**src/rtl/intr_pkg.sv**
```systemverilog
// ---------------------------------------------------------------------------
// intr_pkg
// Shared definitions for the interrupt controller slice:
//   - N_CH_MIN / N_CH_MAX / N_CH_DEFAULT : legal bounds and default channel count
//   - intr_state_e                       : request FSM states (IDLE, REQ, SERVICE)
// ---------------------------------------------------------------------------
package intr_pkg;

    localparam int N_CH_MIN     = 2;
    localparam int N_CH_MAX     = 16;
    localparam int N_CH_DEFAULT = 8;

    typedef enum logic [1:0] {
        IDLE    = 2'd0,
        REQ     = 2'd1,
        SERVICE = 2'd2
    } intr_state_e;

endpackage

```
**src/rtl/intr_ctrl_if.sv**
```systemverilog
// ---------------------------------------------------------------------------
// intr_ctrl_if
// Bundles the CPU/peripheral-facing signals of intr_ctrl.
//   master : the side that raises interrupts and programs the controller
//            (drives irq_in, mode, mask/clear writes, int_ack, eoi)
//   slave  : the controller itself (drives interrupt, int_id, pending, mask)
// ---------------------------------------------------------------------------
interface intr_ctrl_if
    import intr_pkg::*;
#(
    parameter int N_CH = N_CH_DEFAULT
);
    localparam int ID_W = $clog2(N_CH);

    logic [N_CH-1:0] irq_in;
    logic [N_CH-1:0] mode;
    logic            mask_wr;
    logic [N_CH-1:0] mask_data;
    logic            clr_wr;
    logic [N_CH-1:0] clr_data;
    logic            int_ack;
    logic            eoi;
    logic            interrupt;
    logic [ID_W-1:0] int_id;
    logic [N_CH-1:0] pending;
    logic [N_CH-1:0] mask;

    modport master (
        output irq_in, mode, mask_wr, mask_data, clr_wr, clr_data, int_ack, eoi,
        input  interrupt, int_id, pending, mask
    );

    modport slave (
        input  irq_in, mode, mask_wr, mask_data, clr_wr, clr_data, int_ack, eoi,
        output interrupt, int_id, pending, mask
    );

endinterface

```
**src/rtl/intr_prio_enc.sv**
```systemverilog
// ---------------------------------------------------------------------------
// intr_prio_enc
// Fixed-priority encoder: the lowest set bit of req wins.
//   req   in  N     request vector
//   valid out 1     at least one request bit is set
//   id    out ID_W  index of the lowest set bit (0 when valid = 0)
// ---------------------------------------------------------------------------
module intr_prio_enc #(
    parameter int N    = 8,
    parameter int ID_W = $clog2(N)
) (
    input  logic [N-1:0]    req,
    output logic            valid,
    output logic [ID_W-1:0] id
);

    // Scan from the top down so the last (lowest) hit overwrites earlier ones.
    always_comb begin
        valid = 1'b0;
        id    = '0;
        for (int i = N - 1; i >= 0; i--) begin
            if (req[i]) begin
                valid = 1'b1;
                id    = ID_W'(i);
            end
        end
    end

endmodule

```
**src/rtl/intr_ctrl.sv**
```systemverilog
// ---------------------------------------------------------------------------
// intr_ctrl
// Multi-channel interrupt controller with per-channel edge/level triggering,
// pending latches, an enable mask and a single-level request/ack/eoi handshake.
//   clk       in  1     sole clock, rising edge
//   rst_sync  in  1     synchronous active-high reset
//   bus       slave modport of intr_ctrl_if:
//     irq_in, mode, mask_wr/mask_data, clr_wr/clr_data, int_ack, eoi  (inputs)
//     interrupt, int_id, pending, mask                                (outputs)
// ---------------------------------------------------------------------------
module intr_ctrl
    import intr_pkg::*;
#(
    parameter int N_CH = N_CH_DEFAULT
) (
    input  logic      clk,
    input  logic      rst_sync,
    intr_ctrl_if.slave bus
);

    localparam int ID_W = $clog2(N_CH);

    logic [N_CH-1:0] irq_prev;
    logic [N_CH-1:0] pending_q;
    logic [N_CH-1:0] mask_q;
    logic [N_CH-1:0] trigger;
    logic [N_CH-1:0] clr_vec;
    logic [N_CH-1:0] req_vec;
    logic [ID_W-1:0] int_id_q;
    logic [ID_W-1:0] int_id_next;
    logic [ID_W-1:0] win_id;
    logic            win_valid;
    logic            interrupt_q;
    logic            interrupt_next;
    logic            ack_take;
    intr_state_e     state_q;
    intr_state_e     state_next;

    // irq_prev follows irq_in even during reset, so a line that is already
    // high when reset releases is not mistaken for a rising edge.
    always_ff @(posedge clk) begin
        irq_prev <= bus.irq_in;
    end

    // Edge channels fire on a 0->1 transition, level channels whenever high.
    assign trigger = (bus.irq_in & ~bus.mode) | (bus.irq_in & ~irq_prev & bus.mode);

    // An ack only counts while a request is outstanding; it then clears the
    // pending bit of the channel being acknowledged.
    assign ack_take = (state_q == REQ) && bus.int_ack;
    assign clr_vec  = (bus.clr_wr ? bus.clr_data : '0)
                    | (ack_take ? (N_CH'(1) << int_id_q) : '0);

    // Pending latches ignore the mask, and a set beats a same-cycle clear so
    // no event is ever dropped (this also re-pends a level line held through ack).
    always_ff @(posedge clk) begin
        if (rst_sync) begin
            pending_q <= '0;
        end else begin
            pending_q <= trigger | (pending_q & ~clr_vec);
        end
    end

    // Enable register, loaded whole on a mask write strobe.
    always_ff @(posedge clk) begin
        if (rst_sync) begin
            mask_q <= '0;
        end else if (bus.mask_wr) begin
            mask_q <= bus.mask_data;
        end
    end

    assign req_vec = pending_q & mask_q;

    intr_prio_enc #(
        .N    (N_CH),
        .ID_W (ID_W)
    ) u_prio_enc (
        .req   (req_vec),
        .valid (win_valid),
        .id    (win_id)
    );

    // Request FSM registers; reset aborts any request or service in progress.
    always_ff @(posedge clk) begin
        if (rst_sync) begin
            state_q     <= IDLE;
            int_id_q    <= '0;
            interrupt_q <= 1'b0;
        end else begin
            state_q     <= state_next;
            int_id_q    <= int_id_next;
            interrupt_q <= interrupt_next;
        end
    end

    // Next-state logic. int_id is only reloaded when leaving IDLE, so it stays
    // frozen through REQ and SERVICE. In REQ an ack takes precedence over a
    // retraction caused by the request's pending or mask bit going away.
    always_comb begin
        state_next     = state_q;
        int_id_next    = int_id_q;
        interrupt_next = interrupt_q;
        case (state_q)
            IDLE: begin
                interrupt_next = 1'b0;
                if (win_valid) begin
                    state_next     = REQ;
                    int_id_next    = win_id;
                    interrupt_next = 1'b1;
                end
            end
            REQ: begin
                if (bus.int_ack) begin
                    state_next     = SERVICE;
                    interrupt_next = 1'b0;
                end else if (!req_vec[int_id_q]) begin
                    state_next     = IDLE;
                    interrupt_next = 1'b0;
                end
            end
            SERVICE: begin
                interrupt_next = 1'b0;
                if (bus.eoi) begin
                    state_next = IDLE;
                end
            end
            default: begin
                state_next     = IDLE;
                interrupt_next = 1'b0;
            end
        endcase
    end

    assign bus.interrupt = interrupt_q;
    assign bus.int_id    = int_id_q;
    assign bus.pending   = pending_q;
    assign bus.mask      = mask_q;

endmodule

```
**src/flat_wrapper.sv**
```systemverilog
// flat-port wrapper written by rule: the top's interface ports become plain ports
module intr_ctrl_flat import intr_pkg::*;
#(
    parameter int N_CH = N_CH_DEFAULT
)
  (clk, rst_sync, bus_irq_in, bus_mode, bus_mask_wr, bus_mask_data, bus_clr_wr, bus_clr_data, bus_int_ack, bus_eoi, bus_interrupt, bus_int_id, bus_pending, bus_mask);
  intr_ctrl_if #(.N_CH(N_CH)) bus_i ();
  input  logic clk;
  input  logic rst_sync;
  input wire logic [$bits(bus_i.irq_in)-1:0] bus_irq_in;
  input wire logic [$bits(bus_i.mode)-1:0] bus_mode;
  input wire logic [$bits(bus_i.mask_wr)-1:0] bus_mask_wr;
  input wire logic [$bits(bus_i.mask_data)-1:0] bus_mask_data;
  input wire logic [$bits(bus_i.clr_wr)-1:0] bus_clr_wr;
  input wire logic [$bits(bus_i.clr_data)-1:0] bus_clr_data;
  input wire logic [$bits(bus_i.int_ack)-1:0] bus_int_ack;
  input wire logic [$bits(bus_i.eoi)-1:0] bus_eoi;
  output wire logic [$bits(bus_i.interrupt)-1:0] bus_interrupt;
  output wire logic [$bits(bus_i.int_id)-1:0] bus_int_id;
  output wire logic [$bits(bus_i.pending)-1:0] bus_pending;
  output wire logic [$bits(bus_i.mask)-1:0] bus_mask;
  assign bus_i.irq_in = bus_irq_in;
  assign bus_i.mode = bus_mode;
  assign bus_i.mask_wr = bus_mask_wr;
  assign bus_i.mask_data = bus_mask_data;
  assign bus_i.clr_wr = bus_clr_wr;
  assign bus_i.clr_data = bus_clr_data;
  assign bus_i.int_ack = bus_int_ack;
  assign bus_i.eoi = bus_eoi;
  assign bus_interrupt = bus_i.interrupt;
  assign bus_int_id = bus_i.int_id;
  assign bus_pending = bus_i.pending;
  assign bus_mask = bus_i.mask;
  intr_ctrl #(.N_CH(N_CH)) u_core (.clk(clk), .rst_sync(rst_sync), .bus(bus_i));
endmodule
```
**config.mk**
```make
export PLATFORM = sky130hd
export DESIGN_NAME = intr_ctrl_flat
export DESIGN_NICKNAME = d
export VERILOG_FILES = /design/src/rtl/intr_pkg.sv /design/src/rtl/intr_ctrl_if.sv /design/src/rtl/intr_prio_enc.sv /design/src/rtl/intr_ctrl.sv /design/src/flat_wrapper.sv
export SDC_FILE = /design/constraint.sdc
export NUM_CORES = 1
export LEC_CHECK = 0
export ABC_AREA = 1
export CAP_MARGIN = 20
export CORE_ASPECT_RATIO = 0.5
export CORE_MARGIN = 2
export CORE_UTILIZATION = 37
export DETAILED_ROUTE_END_ITERATION = 16
export PLACE_DENSITY = 0.81
export SYNTH_ARGS = -nofsm -noshare
export SYNTH_HDL_FRONTEND = slang
export SYNTH_HIERARCHICAL = 1
export SYNTH_SLANG_ARGS = --single-unit
```
**constraint.sdc**
```tcl
create_clock -name clk -period 1.3 [get_ports clk]
set_clock_uncertainty 0.05 [all_clocks]
set_input_delay 0.13 -clock clk [delete_from_list [all_inputs] [get_ports clk]]
set_output_delay 0.13 -clock clk [all_outputs]
set_load 0.02 [all_outputs]
```
# After elaboration in Yosys (flattened, before gate mapping)
# Index checks and enable logic that the tools add are counted.
dict set report totals {
  input_bits 38
  output_inout_bits 20
  regBits 30
  word_cells 57
}
dict set report classes {
  bitwise 11
  n_mux 29
  n_lt_le_gt_ge 1
  n_eq_ne 5
  shifts 1
  n_reduce_logical 4
}
# cell count
set ops {}
lappend ops {{$and A8 B8 Y8} 5}
lappend ops {{$mux W3} 8}
lappend ops {{$not A8 Y8} 3}
lappend ops {{$or A8 B8 Y8} 3}
lappend ops {{$mux W8} 2}
lappend ops {{$mux W1} 12}
lappend ops {{$mux W2} 4}
lappend ops {{$shl A1 B3 Y8 const A} 1}
lappend ops {{$pmux W2 S3} 1}
lappend ops {{$lt A3 B4 Y1 const B} 1}
lappend ops {{$ne A2 B2 Y1 const B} 2}
lappend ops {{$bmux W1 S3} 1}
lappend ops {{$ne A3 B3 Y1 const B} 1}
lappend ops {{$reduce_and A3 Y1} 1}
lappend ops {{$eq A2 B1 Y1 const B} 1}
lappend ops {{$eq A2 B2 Y1 const B} 1}
lappend ops {{$logic_not A2 Y1} 1}
lappend ops {{$pmux W1 S2} 1}
lappend ops {{$reduce_and A2 Y1} 1}
lappend ops {{$logic_and A1 B1 Y1} 1}

# Longest topological paths before layout
# Gate-level depths: netlist of the first run.
dict set report logic_depth {
  word_depth 11
  ltp_mapped 11
  ltp_nobuf 11
}

# Hierarchy
# The synthesis of the first run kept the hierarchy.
# module seq_area_each_um2 cells_per_inst area_each_um2 n_inst
set modules_own_cells {}
lappend modules_own_cells {intr_ctrl 600.6 175 1219.9 1}
lappend modules_own_cells {intr_prio_enc 0.0 22 98.8 1}

# Worst setup path after synthesis of the first run
# Ideal clock, no wire load.
dict set report synth_timing {
  kind {reg2reg}
  from {register u_core.pending_q[7] (netlist: u_core/bus.pending[7])}
  to {register u_core.state_q[0]}
  setup_time_ps 125
  required_ps 1125
  period_less_slack_ps 1385
  stages_incl_launch_ff 10
  t_arrival_ps 1209
  slack_ps -85
  cell_sequence {dfxtp_1 -> nand2_1 -> inv_1 -> or2_1 -> nor3_2 -> nand2_1 -> nand2_2 -> nand2_1 -> inv_2 -> nor2_2}
}
dict set report synth_between {
  elab_chain_len 11
  elab_cells_between_ends 14
  cone_classes {eq/ne (2); mux (10); bitwise (1); reduce/logical (1)}
}
# element line_no
set synth_rtl {}
lappend synth_rtl {{start, declared} intr_ctrl.sv:24} ;# logic [N_CH-1:0] pending_q;
lappend synth_rtl {{start signal, assigned} intr_ctrl.sv:60} ;# pending_q <= trigger | (pending_q & ~clr_vec);
lappend synth_rtl {{$and A8 B8 Y8} intr_ctrl.sv:73} ;# assign req_vec = pending_q & mask_q;
lappend synth_rtl {{net u_core.req_vec[7]} intr_ctrl.sv:28} ;# logic [N_CH-1:0] req_vec;
lappend synth_rtl {{$mux W1 (8 in series)} intr_prio_enc.sv:22} ;# if (req[i]) begin
lappend synth_rtl {{net u_core.win_valid} intr_ctrl.sv:32} ;# logic win_valid;
lappend synth_rtl {{$ne A2 B2 Y1 (no line)} --}
lappend synth_rtl {{$reduce_and A3 Y1 (no line)} --}
lappend synth_rtl {{end signal, assigned} intr_ctrl.sv:91} ;# state_q <= state_next;
lappend synth_rtl {{end, declared} intr_ctrl.sv:36} ;# intr_state_e state_q;
# The timed path passes the listed nets, and every way through them passes these cells. The select of a mux whose other input is x is not followed.
# A chain may end at the register's enable or synchronous reset.

# Worst setup path in the final report of the first run
dict set report layout_timing {
  from {register u_core.pending_q[6] (netlist: u_core/bus.pending[6])}
  to {register u_core.int_id_q[2] (netlist: u_core/bus.int_id[2])}
}
dict set report layout_between {
  elab_chain_len 9
  elab_cells_between_ends 16
  cone_classes {mux (14); bitwise (1); reduce/logical (1)}
}
# element line_no
set layout_rtl {}
lappend layout_rtl {{$and A8 B8 Y8} intr_ctrl.sv:73}
lappend layout_rtl {{net u_core.req_vec[6]} intr_ctrl.sv:28}
lappend layout_rtl {{$mux W1 (7 in series)} intr_prio_enc.sv:22}
lappend layout_rtl {{net u_core.win_valid} intr_ctrl.sv:32}
lappend layout_rtl {{$reduce_and A2 Y1 (no line)} --}
lappend layout_rtl {{end signal, assigned} intr_ctrl.sv:92} ;# int_id_q <= int_id_next;
lappend layout_rtl {{end, declared} intr_ctrl.sv:29} ;# logic [ID_W-1:0] int_id_q;
# The timed path passes the listed nets, and every way through them passes these cells.

==> out/metrics.cfg, run 1 <==
[synthesis]
avgSynthCellArea_sq_um = 6.69
ys_types = 20
ys_ff_latch = 30
syn_inst = 197
synth_warnings = 6
yosysMostFrequentCell = nand2_1
synth_area_sq_um = 1320
async_flop_share_pct = 0
ys_dominant_reg_cell = dfxtp_1
ys_top_cells_by_count = nand2_1, dfxtp_1, inv_1
synth_nets = 235
synth_edf_count = 0
yosysSeqAreaShare_pct = 45.5
synthTopCellsByArea = dfxtp_1, nand2_1, nand3_1
yosysTopAreaCell = dfxtp_1
yosys.area.top_type_share_pct = 45.5

[place]
place_ws_ns = -0.0783
hpwl_mm = 2.81
gp_congestion = 0.898
port_buffers = 57

[finish]
drive_gt1_share_pct = 16.5
post-route-util_pct = 63.0
num_antenna_cells = 0
synthToLayoutAreaGrowth_pct = 63.3
nets = 310
regArea_sq_um = 608
fill_cells = 311
multiInputGateArea_sq_um = 636

[setup_path]
path_depth = 8
crit_path_frequent_cell = nand2_2
critPathCapture = u_core/bus.int_id[2]
startpoint = u_core/bus.pending[6]
path_cells = nand2_2, inv_2, or2_4, nor3_4, nand2_2, nand2_4, o21ai_2, a21oi_1
criticalPathCategory = reg2reg
cp_data_required_time_ns = 1.46
ff2ff_setup_slack_ns = -0.19
cp_top_family = simple AND/OR/NAND/NOR gates
critical_path_arrival_ns = 1.64
cpPeakStageDelay_ns = 0.32
cp_slowest_cell = dfxtp_2
path_max_fanout = 7
path_buf_inv = 1
ff2ff_path_depth = 8
regToRegEndpoint = u_core/bus.int_id[2]
reg2reg_from = u_core/bus.pending[6]
end_kind = flop
worst_setup_path_start_kind = flop

[timing]
rsz0062_at_grt = yes
tightest_slew_ns = 0.385
slew_viol_final = 0
finalWorstSetupSlack_ns = -0.186
fin_crit_ns = 1.49
setup_viol = 5
maxSlewHeadroom_pct = 74.3
hold_viol_final = 0
fmax_ghz = 0.673
fin_crit_sh_pct = 114

[floorplan]
core_sq_um = 3420
dieHeight_um = 46.2
initial_core_util_pct = 38.6
die_x_um = 88.4
die_area_sq_um = 4090
io_pins = 58
std_cell_rows = 15

[global_route]
grtUsageMet3_pct = 6.09
grt_pass1_vias = 1282
grt_use_total_pct = 18.5
grt_use_met1_pct = 23.2
grt_max_degree = 13
antenna_found_initial = 0
grt_pass1_wl_mm = 5.55
grt-busiest-layer = met2
grt_util_met2_pct = 29.6
overflow = 0

[worst_hold_path]
hp-class = in2reg
hp-start = bus_irq_in[1]

[cts]
ctsHtreeMaxLevel = 2
clkTransAtPathRegs_ns = 0.07
cts_buffers = 5
cts_root_buffer = clkbuf_8
clk_latency_ns = 0.29
cts_sinks = 30
hold_buffers = 0
cts_tree = yes
clock_path_buffers = 2

[power_and_ir_drop]
ir_drop_v = 0.000524
power_leakage_nw = 1.08
power.density_nw_per_um2 = 1160
finalPower_w = 0.00250

[route]
ant_nets = 0
routed_wl_mm = 3.81
viasPerCell = 4.59
vias = 1487
first_pass_iters = 4
post_drt_wl_per_cell_um = 11.7
drc = 0
first_iter_violations = 107

[flow_run]
maxCapViolCount = 0

[outcome]
violations = negative setup slack
status = complete, but fails checks

[layout by cell type (no fill, tap or decap), types with 2 or more instances in the layout]
| cell type | n |
|---|---|
| nand3_1 | 18 |
| clkbuf_8 | 6 |
| clkdlybuf4s50_1 | 37 |
| nand2_4 | 2 |
| inv_1 | 20 |
| nand2_1 | 59 |
| dlygate4sd2_1 | 19 |
| o21ai_2 | 2 |
| nand2_2 | 3 |
| buf_4 | 15 |
| nand4_1 | 2 |
| a21oi_1 | 12 |
| inv_2 | 5 |
| dfxtp_1 | 26 |
| nor2_1 | 22 |
| o21ai_0 | 8 |
| nor2_2 | 2 |
| dfxtp_2 | 3 |
[worst reg2reg max path, delay by kind of cell, from the launching register on]
kind | cells | cell delay [ns]
AO/OA/AOI/OAI | 2 | 0.23
AND/OR/NAND/NOR | 5 | 0.76
buffers and inverters | 1 | 0.04
flip-flops | 1 | 0.32
[metrics by stage]
step                TNS (ns)  hold slack, ns  cells  instance area (sq um)
floorplan            -0.0313           0.108    197                   1330
global placement     -0.0110           0.432    310                   2010
detailed placement    -0.274           0.440    310                   2010
CTS                   -0.246           0.257    321                   2100
global route          -0.978           0.258    324                   2150
finish                -0.761           0.260    324                   2150
[logic make-up (layout without fill, tap and decap cells)]
family,after synthesis,in the layout,synth area share [%]
AO/OA/AOI/OAI,25,25,9.58
flip-flops,30,30,45.5
buffers and inverters,30,106,9.30
AND/OR/NAND/NOR,112,112,35.6
[report_power, final]
group / total (W) / switching (W) / leakage [nW] / internal (W)
clock: 0.000773 / 0.000347 / 0.0482 / 0.000426
sequential: 0.00104 / 0.0000426 / 0.251 / 0.000997
combinational: 0.000684 / 0.000376 / 0.781 / 0.000308
total: 0.00250 / 0.000765 / 1.08 / 0.00173
[what timing repair did]
| action | CTS | global route |
|---|---|---|
| endpoints found under the setup margin | 25 | 5 |
| gates resized for setup | 22 | 16 |
| setup buffers | 3 | 3 |
| pin swaps | 2 | 8 |
[how the worst min path moves through the flow]
stage / end / cells past startpoint
floorplan: u_core/irq_prev[0] / 0
global placement: u_core/bus.pending[2] / 3
finish: u_core/irq_prev[1] / 1
detailed placement: u_core/bus.pending[3] / 2
CTS: u_core/irq_prev[1] / 1
global route: u_core/irq_prev[1] / 1
[sequential cells by signal, indices dropped and copies added (netlist names)]
name and flops:
u_core/irq_prev 8, u_core/bus.interrupt 1, u_core/state_q 2, u_core/bus.mask 8, u_core/bus.int_id 3, u_core/bus.pending 8
[layout make-up]
class / instances / area share, %
timing repair buffer: 72 / 30.4
multi-input combinational: 137 / 29.5
clock buffer: 7 / 4.01
tap: 51 / 2.96
sequential: 30 / 28.2
inverter: 26 / 4.65
clock inverter: 1 / 0.232
[layer usage]
metal  up-vias  wire length, um
met1       680             1840
met5         -                0
met2        31             1750
li1        768                -
met4         0               61
met3         8              157
Power figures use the tool's default switching activity.
==> run 2, diff against run 1 <==
--- a/config.mk
+++ b/config.mk
@@ -9,10 +9,10 @@
 export CAP_MARGIN = 20
 export CORE_ASPECT_RATIO = 0.5
 export CORE_MARGIN = 2
-export CORE_UTILIZATION = 37
+export CORE_UTILIZATION = 36
 export DETAILED_ROUTE_END_ITERATION = 16
-export PLACE_DENSITY = 0.81
+export PLACE_DENSITY = 0.8
+export SLEW_MARGIN = 5
 export SYNTH_ARGS = -nofsm -noshare
 export SYNTH_HDL_FRONTEND = slang
-export SYNTH_HIERARCHICAL = 1
 export SYNTH_SLANG_ARGS = --single-unit
==> run 2 against run 1 <==
  * The run now ends clean
  * Setup slack better by 0.30 ns
  * Register-to-register slack better by 0.30 ns
  * Core utilization is 4.1 points lower
  * Design area is 7.0% lower
  * Sequential power hardly changed
==> out/metrics.cfg, run 2 <==
[cts]
clk_latency_ns = 0.28
clkTransAtPathRegs_ns = 0.06
hold_buffers = 0
cts_tree = yes
cts_root_buffer = clkbuf_8
clock_path_buffers = 2
cts_sinks = 30
cts_buffers = 5
ctsHtreeMaxLevel = 2

[power_and_ir_drop]
p_sw_w = 0.000716
p_clk_share_pct = 31.5
ir_drop_v = 0.000711
switching_share_pct = 29.6
pwr-share-comb_pct = 25.2
power.density_nw_per_um2 = 1210
p_seq_share_pct = 43.4
power_leakage_nw = 0.943
p_int_w = 0.00171

[timing]
tightest_slew_ns = 0.282
fin_crit_ns = 1.19
setup_viol = 0
maxSlewHeadroom_pct = 81.2
fin_crit_sh_pct = 91.2
hold_viol_final = 0
rsz0062_at_grt = no
slew_viol_final = 0
fmax_ghz = 0.843

[global_route]
overflow = 0
grt_pass1_vias = 1261
grt_max_degree = 14
grt_pass1_wl_mm = 5.52
grt_use_total_pct = 18.3
antenna_found_initial = 0

[synthesis]
synth_area_sq_um = 1260
synth_edf_count = 0
synth_nets = 214
yosysSeqAreaShare_pct = 47.8
synth_top_family_by_area = simple AND/OR/NAND/NOR gates
avgSynthCellArea_sq_um = 7.14
synth_compound_area_share_pct = 12.3
yosysTopAreaCell = dfxtp_1
yosys.area_share.adder_pct = 0
synthSimpleGateAreaFrac_pct = 35.2
ys_types = 24
ys_ff_latch = 30
synth_warnings = 0
async_flop_share_pct = 0
synthTopCellsByArea = dfxtp_1, nand2_1, nor2_1
syn_inst = 176
yosys.area.top_type_share_pct = 47.8
yosysMostFrequentCell = nand2_1
synth_mux_area_share_pct = 0
ys_dominant_reg_cell = dfxtp_1
synth_xor_area_share_pct = 0
ys_top_cells_by_count = nand2_1, dfxtp_1, nor2_1

[flow_run]
maxCapViolCount = 0

[setup_path]
path_max_fanout = 3
worst_setup_path_start_kind = flop
cp_data_required_time_ns = 1.12
criticalPathCategory = reg2out
path_buf_inv = 1
cp_top_family = flip-flops
end_kind = output port
critical_path_arrival_ns = 1.01
cp_slowest_cell = dfxtp_1
cpPeakStageDelay_ns = 0.38
path_cells = dlygate4sd2_1

[floorplan]
dieHeight_um = 45.8
die_area_sq_um = 4010
io_pins = 58
die_x_um = 87.6
initial_core_util_pct = 37.0
std_cell_rows = 15
core_sq_um = 3400

[route]
drc = 0
routed_wl_mm = 3.46
first_pass_iters = 4
post_drt_wl_per_cell_um = 11.7
viasPerCell = 4.75
vias = 1401
ant_nets = 0
first_iter_violations = 123

[finish]
instances_no_fill = 295
num_antenna_cells = 0
final_common_cell = nand2_1
final_cell_mix = nand2_1, clkdlybuf4s50_1, dfxtp_1
nets = 281
fill_cells = 311
synthToLayoutAreaGrowth_pct = 59.3
post-route-util_pct = 59.0
drive_gt1_share_pct = 9.84

[outcome]
status = finished clean

[place]
gp_congestion = 0.840
hpwl_mm = 2.79
place_inst = 287
port_buffers = 57

[worst_hold_path]
hp-class = in2reg

[run 2: cell types whose count changed after synthesis, moves of 2 or more]
cell     delta
nand3_1     -3
nand2_1     -4
nand2_2     +2
o21ai_0     -3
inv_1      -15
o21ai_1     +2
[run 2: area by class of cell]
| class | count | area, sq um | share of cell area [%] |
|---|---|---|---|
| tap | 51 | 63.8 | 3.19 |
| clock inverter | 1 | 5.00 | 0.250 |
| sequential | 30 | 602 | 30.0 |
| timing repair buffer | 63 | 603 | 30.1 |
| inverter | 10 | 40.0 | 2.00 |
| clock buffer | 7 | 86.3 | 4.31 |
| multi-input combinational | 133 | 603 | 30.1 |
[run 2: kinds of logic (layout without fill, tap and decap cells)]
group | count (synthesis) | count (layout)
buffers and inverters | 13 | 81
and+or+nand+nor | 105 | 105
AOI/OAI and AO/OA | 28 | 28
DFF | 30 | 30
[run 2: timing repair]
action | 4_1_cts | 5_1_grt
buffers inserted | 0 | 0
resized for setup | 20 | 4
pin swaps | 0 | 1
hold endpoints to repair | 0 | 0
setup endpoints to repair | 20 | 4
[run 2: path summary, 6_finish.rpt]
check                             start               endpoint  slack (ns)  cells after the start
setup / recovery  u_core.bus.pending[3]         bus_pending[3]        0.11                      1
hold / removal            bus_irq_in[1]     u_core.irq_prev[1]        0.27                      1
setup reg to reg  u_core.bus.pending[7]   u_core.bus.int_id[1]        0.11                      7
hold reg to reg   u_core.bus.pending[0]  u_core.bus.pending[0]        0.45                      2
[run 2: metal layers]
metal | part of all wire [%] | wire length, um | track usage (%)
met4 | 1.1 | 39 | 6.46
met1 | 44 | 1510 | 24.0
met2 | 47 | 1620 | 29.4
met5 | 0 | 0 | 0
met3 | 8.3 | 288 | 5.07
[run 2: metrics by stage]
| stage | cell area, sq um | hold slack [ns] | total power [W] | TNS [ns] | worst slack [ns] |
|---|---|---|---|---|---|
| 2_1_floorplan | 1260 | 0.108 | 0.00139 | 0 | 0.0639 |
| 3_3_place_gp | 1930 | 0.435 | 0.00170 | -0.120 | -0.0226 |
| 3_5_place_dp | 1930 | 0.441 | 0.00171 | -0.402 | -0.0895 |
| 4_1_cts | 2000 | 0.264 | 0.00244 | 0 | 0.0900 |
| 5_1_grt | 2000 | 0.276 | 0.00255 | 0 | 0.00338 |
| 6_report | 2000 | 0.271 | 0.00242 | 0 | 0.114 |
[run 2: power by group through the flow]
stage,registers [W],logic [W],clock network [W]
global route,0.00106,0.000669,0.000823
detailed placement,0.00107,0.000642,0
finish,0.00105,0.000610,0.000762
global placement,0.00107,0.000633,0
floorplan,0.00113,0.000255,0
CTS,0.00105,0.000607,0.000783
==> variant 1: new RTL, settings of run 1 <==
The package constant `N_CH_DEFAULT` goes from 8 to 16.
--- a/src/rtl/intr_pkg.sv
+++ b/src/rtl/intr_pkg.sv
@@ -9,5 +9,5 @@
     localparam int N_CH_MIN     = 2;
     localparam int N_CH_MAX     = 16;
-    localparam int N_CH_DEFAULT = 8;
+    localparam int N_CH_DEFAULT = 16;
 
     typedef enum logic [1:0] {
Ports: changed (7 resized); port bits go from 58 to 107. No check against the original RTL was run, so the function may have changed too.
==> variant 1 against run 1 <==
  * The flow still finishes with violations (setup timing)
  * Largest cell class unchanged
  * Final cell count rose by 92%
  * Sequential power is 89% higher
  * Sequential cell count is 25 higher
  * Wire length grew 150%
  * Area after synthesis increased by 79%
  * Maximum frequency is 9.2% lower
  * Largest power group unchanged
  * Total power grew 100%
  * Worst setup slack got worse by 0.15 ns
  * Design area grew 110%
==> variant 1: results (changes against run 1) <==
* Outcome: finished with violations
* Failing checks: setup timing
* Pin count of the biggest net entering global routing at 22 (+9)
* DP Wirelength at 7.087 mm (+150%)
* Compound-cell area share of the yosys netlist at 15.36% (+5.8 points)
* Global-route usage over all layers at 27.08% (+8.5 points)
* # setup viols final at 12 (+7)
* List of most frequent post-synthesis cells: nand2_1 (110), dfxtp_1 (55), nor2_1 (42), inv_1 (35), a21oi_1 (26)
* Reg2reg end: u_core/state_q[0]$_SDFFE_PP0P_
* Routability cong. at 0.8982 (about the same)
* 1st-pass router iterations at 5 (+1)
* Met1 GRT Util at 38.16% (+15 points)
* Critical path peak fanout at 5 (-2)
* Leak pwr at 0.002189 uW (+100%)
* CP peak stage delay at 0.36 ns (+0.04 ns)
* Share of layout cells above drive strength 1 at 31.03% (+15 points)
* Slowest-stage cell, CP: dfxtp_4
* Worst setup path endpoint: u_core/state_q[0]$_SDFFE_PP0P_
* HP Start: bus_irq_in[0]
* Global-route wire length before repair at 14.09 mm (+150%)
* Met3 Use GR at 5.894% (-0.20 points)
* Critical path arrival at 1.77 ns (+0.13 ns)
* Min-Delay Endpoint: u_core/irq_prev[0]$_DFF_P_
* Combinational group share of total power at 33.1% (+5.7 points)
* Slew HR at 64.24% (-10 points)
* CTS root buf: clkbuf_16
* Post-CTS resize count at 65 (+200%)
* Post-CTS setup buffer count at 4 (+1)
* Met2 layer usage reported by global route at 42.44% (+13 points)
* Sequential share of the synthesized area at 46.76% (+1.2 points)
* Vias in the first global route at 2769 (+120%)
* Nets at 604 (+95%)
* Met2 routed WL at 4.310 mm (+150%)
* WL final at 9.432 mm (+150%)
* Flop+latch power at 1970 uW (+89%)
* FF-to-FF path depth at 10 (+2)
* Final worst slack at -0.3369 ns (-0.1506 ns)
* Top post-synthesis cells by area: dfxtp_1 (47%), nand2_1 (18%), nor2_1 (6.7%)
* Met1 wire length at 4.285 mm (+130%)
* Placed insts at 606 (+95%)
* Syn Inst Count at 345 (+75%)
* Dpl ws at -0.2681 ns (-0.1898 ns)
* Port bufs at 106 (+86%)
* Cell variety after synth at 19 (-5.0%)
[variant 1: cell types whose count changed after synthesis, moves of 9 or more]
| cell | change |
|---|---|
| nor2_1 | +20 |
| o21ai_0 | +9 |
| o211ai_1 | +14 |
| dfxtp_1 | +25 |
| a21oi_1 | +13 |
| inv_1 | +12 |
| nand2_1 | +47 |
[variant 1: stage by stage]
step / total power [uW] / hold WS (ns) / TNS [ns] / cell area, um^2
5_1_grt: 5255 / 0.2483 / -3.164 / 4447
3_3_place_gp: 3472 / 0.4263 / -4.418 / 4150
3_5_place_dp: 3501 / 0.4307 / -5.030 / 4150
4_1_cts: 4873 / 0.2469 / -1.461 / 4345
2_1_floorplan: 2606 / 0.1077 / -0.6589 / 2434
6_report: 5016 / 0.2502 / -2.099 / 4447
[variant 1: area by class of cell]
cell class | count | share of cell area (%)
multi-input combinational | 239 | 26.34
clock buffer | 7 | 3.208
sequential | 55 | 26.20
inverter | 44 | 3.714
clock inverter | 1 | 0.1970
tap | 88 | 2.476
timing repair buffer | 189 | 37.87
==> variant 2: new RTL, flow settings as in run 1 <==
Made on the original files. Encoding of `intr_state_e`: now one-hot (3 bits for 3 states).
--- a/src/rtl/intr_pkg.sv
+++ b/src/rtl/intr_pkg.sv
@@ -11,8 +11,8 @@
     localparam int N_CH_DEFAULT = 8;
 
-    typedef enum logic [1:0] {
-        IDLE    = 2'd0,
-        REQ     = 2'd1,
-        SERVICE = 2'd2
+    typedef enum logic [2:0] {
+        IDLE    = 3'b001,
+        REQ     = 3'b010,
+        SERVICE = 3'b100
     } intr_state_e;
 
Behaviour: no difference found for any inputs over 10 cycles, from zero or initial values and one cycle with rst_sync high; not proved beyond that.
==> variant 2 against run 1 <==
  * The flow still finishes with violations (setup timing)
  * Worst setup slack improved by 0.029 ns
  * Design area increased by 8.9%
  * Sequential cell count increased by 1
  * Combinational power increased by 22%
  * Wire length increased by 15%
  * Area after synthesis increased by 9.7%
  * Total power increased by 8.8%
  * Synthesized cell count increased by 5.6%
  * Sequential power increased by 6%
  * Critical path type unchanged
  * Critical endpoint is now u_core/state_q[0]$_SDFFE_PP1P_
==> variant 2: results (changes against run 1) <==
* Dpl ws at -0.1886 ns (-0.1103 ns)
* Post-route non-filler standard cell count at 341 (+5.2%)
* Top post-synthesis cells by area: dfxtp_1 (43%), nand2_1 (15%), inv_1 (6.5%)
* Post-CTS setup buffer count at 6 (+3)
* Outcome: finished with violations
* Via density at 4.718 (+2.8%)
* Global-route usage over all layers at 19.82% (+1.3 points)
* Post-CTS resize count at 26 (+18%)
* Critical path arrival at 1.58 ns (-0.06 ns)
* Slowest-stage cell, CP: dfxtp_1
* Slew @ Worst Pin at 0.3799 ns (-0.005433 ns)
* Reg clk slew, reported paths at 0.07 ns (about the same)
* Leak pwr at 0.001162 uW (+7.5%)
* Register share of total power at 40.3% (-1.3 points)
* Switching power share of the total at 32.52% (+1.9 points)
* Comb. pwr at 837 uW (+22%)
* Routed wire length per instance at 12.79 um (+8.9%)
* Hold WS at 0.2634 ns (+0.003463 ns)
* DP Wirelength at 3.190 mm (+14%)
* Share of layout cells above drive strength 1 at 22.41% (+5.9 points)
* List of most frequent post-synthesis cells: nand2_1 (59), dfxtp_1 (31), inv_1 (25), nor2_1 (25), nand3_1 (18)
* Mapped Nets at 246 (+4.7%)
* Placed insts at 325 (+4.8%)
* Sequential share of the synthesized area at 42.91% (-2.6 points)
* Failing checks: setup timing
* # setup viols final at 6 (+1)
* Critical path peak fanout at 2 (-5)
* Iteration-0 DRC Markers at 117 (+9.3%)
* Cell variety after synth at 25 (+25%)
* Vias in the first global route at 1522 (+19%)
* Max VDD drop at 0.5933 mV (+13%)
* Final worst slack at -0.1578 ns (+0.02853 ns)
## variant 2: changes by cell type in the layout (fill, tap and decap cells not counted), sizes merged
cell,before,now
nand3b,1,0
dfxtp,30,31
nand3,18,20
buf,15,20
nor2,24,29
nand2,64,65
inv,26,28
nor4,0,1
clkdlybuf4s15,0,1
o21ai,11,12
a21oi,13,12
## variant 2: final cells by class
class / count / area (um^2)
inverter: 28 / 110.1
multi-input combinational: 145 / 735.7
timing repair buffer: 78 / 714.4
fill: 313 / 1240
sequential: 31 / 629.4
tap: 51 / 63.81
clock inverter: 1 / 5.005
clock buffer: 7 / 86.33
## variant 2: final timing paths
path	from	endpoint	depth (start not counted)
max	u_core/bus.pending[0]$_SDFF_PP0_	u_core/state_q[0]$_SDFFE_PP1P_	10
min	bus_irq_in[2]	u_core/irq_prev[2]$_DFF_P_	1
max reg2reg	u_core/bus.pending[0]$_SDFF_PP0_	u_core/state_q[0]$_SDFFE_PP1P_	10
min reg2reg	u_core/irq_prev[1]$_DFF_P_	u_core/bus.pending[1]$_SDFF_PP0_	3
## variant 2: cell families after synthesis
group	synth area share [%]
simple gates	39.19
buf+inv	9.170
flops	42.91
compound gates	8.737
## variant 2: metal layers
metal | share of wire [%] | global-route usage (%) | routed length [um] | vias up
met3 | 6.3 | 4.791 | 276 | 12
met4 | 1.9 | 11.34 | 81 | 0
li1 | - | - | - | 815
met5 | 0 | 0 | 0 | -
met2 | 47 | 35.18 | 2067 | 64
met1 | 44 | 23.52 | 1936 | 718
## variant 2: stage by stage
step / instance area [um^2] / setup TNS [ns]
global route: 2345 / -1.099
finish: 2345 / -0.6772
CTS: 2290 / -0.8211
global placement: 2168 / -0.3982
detailed placement: 2168 / -1.004
floorplan: 1459 / -0.1738
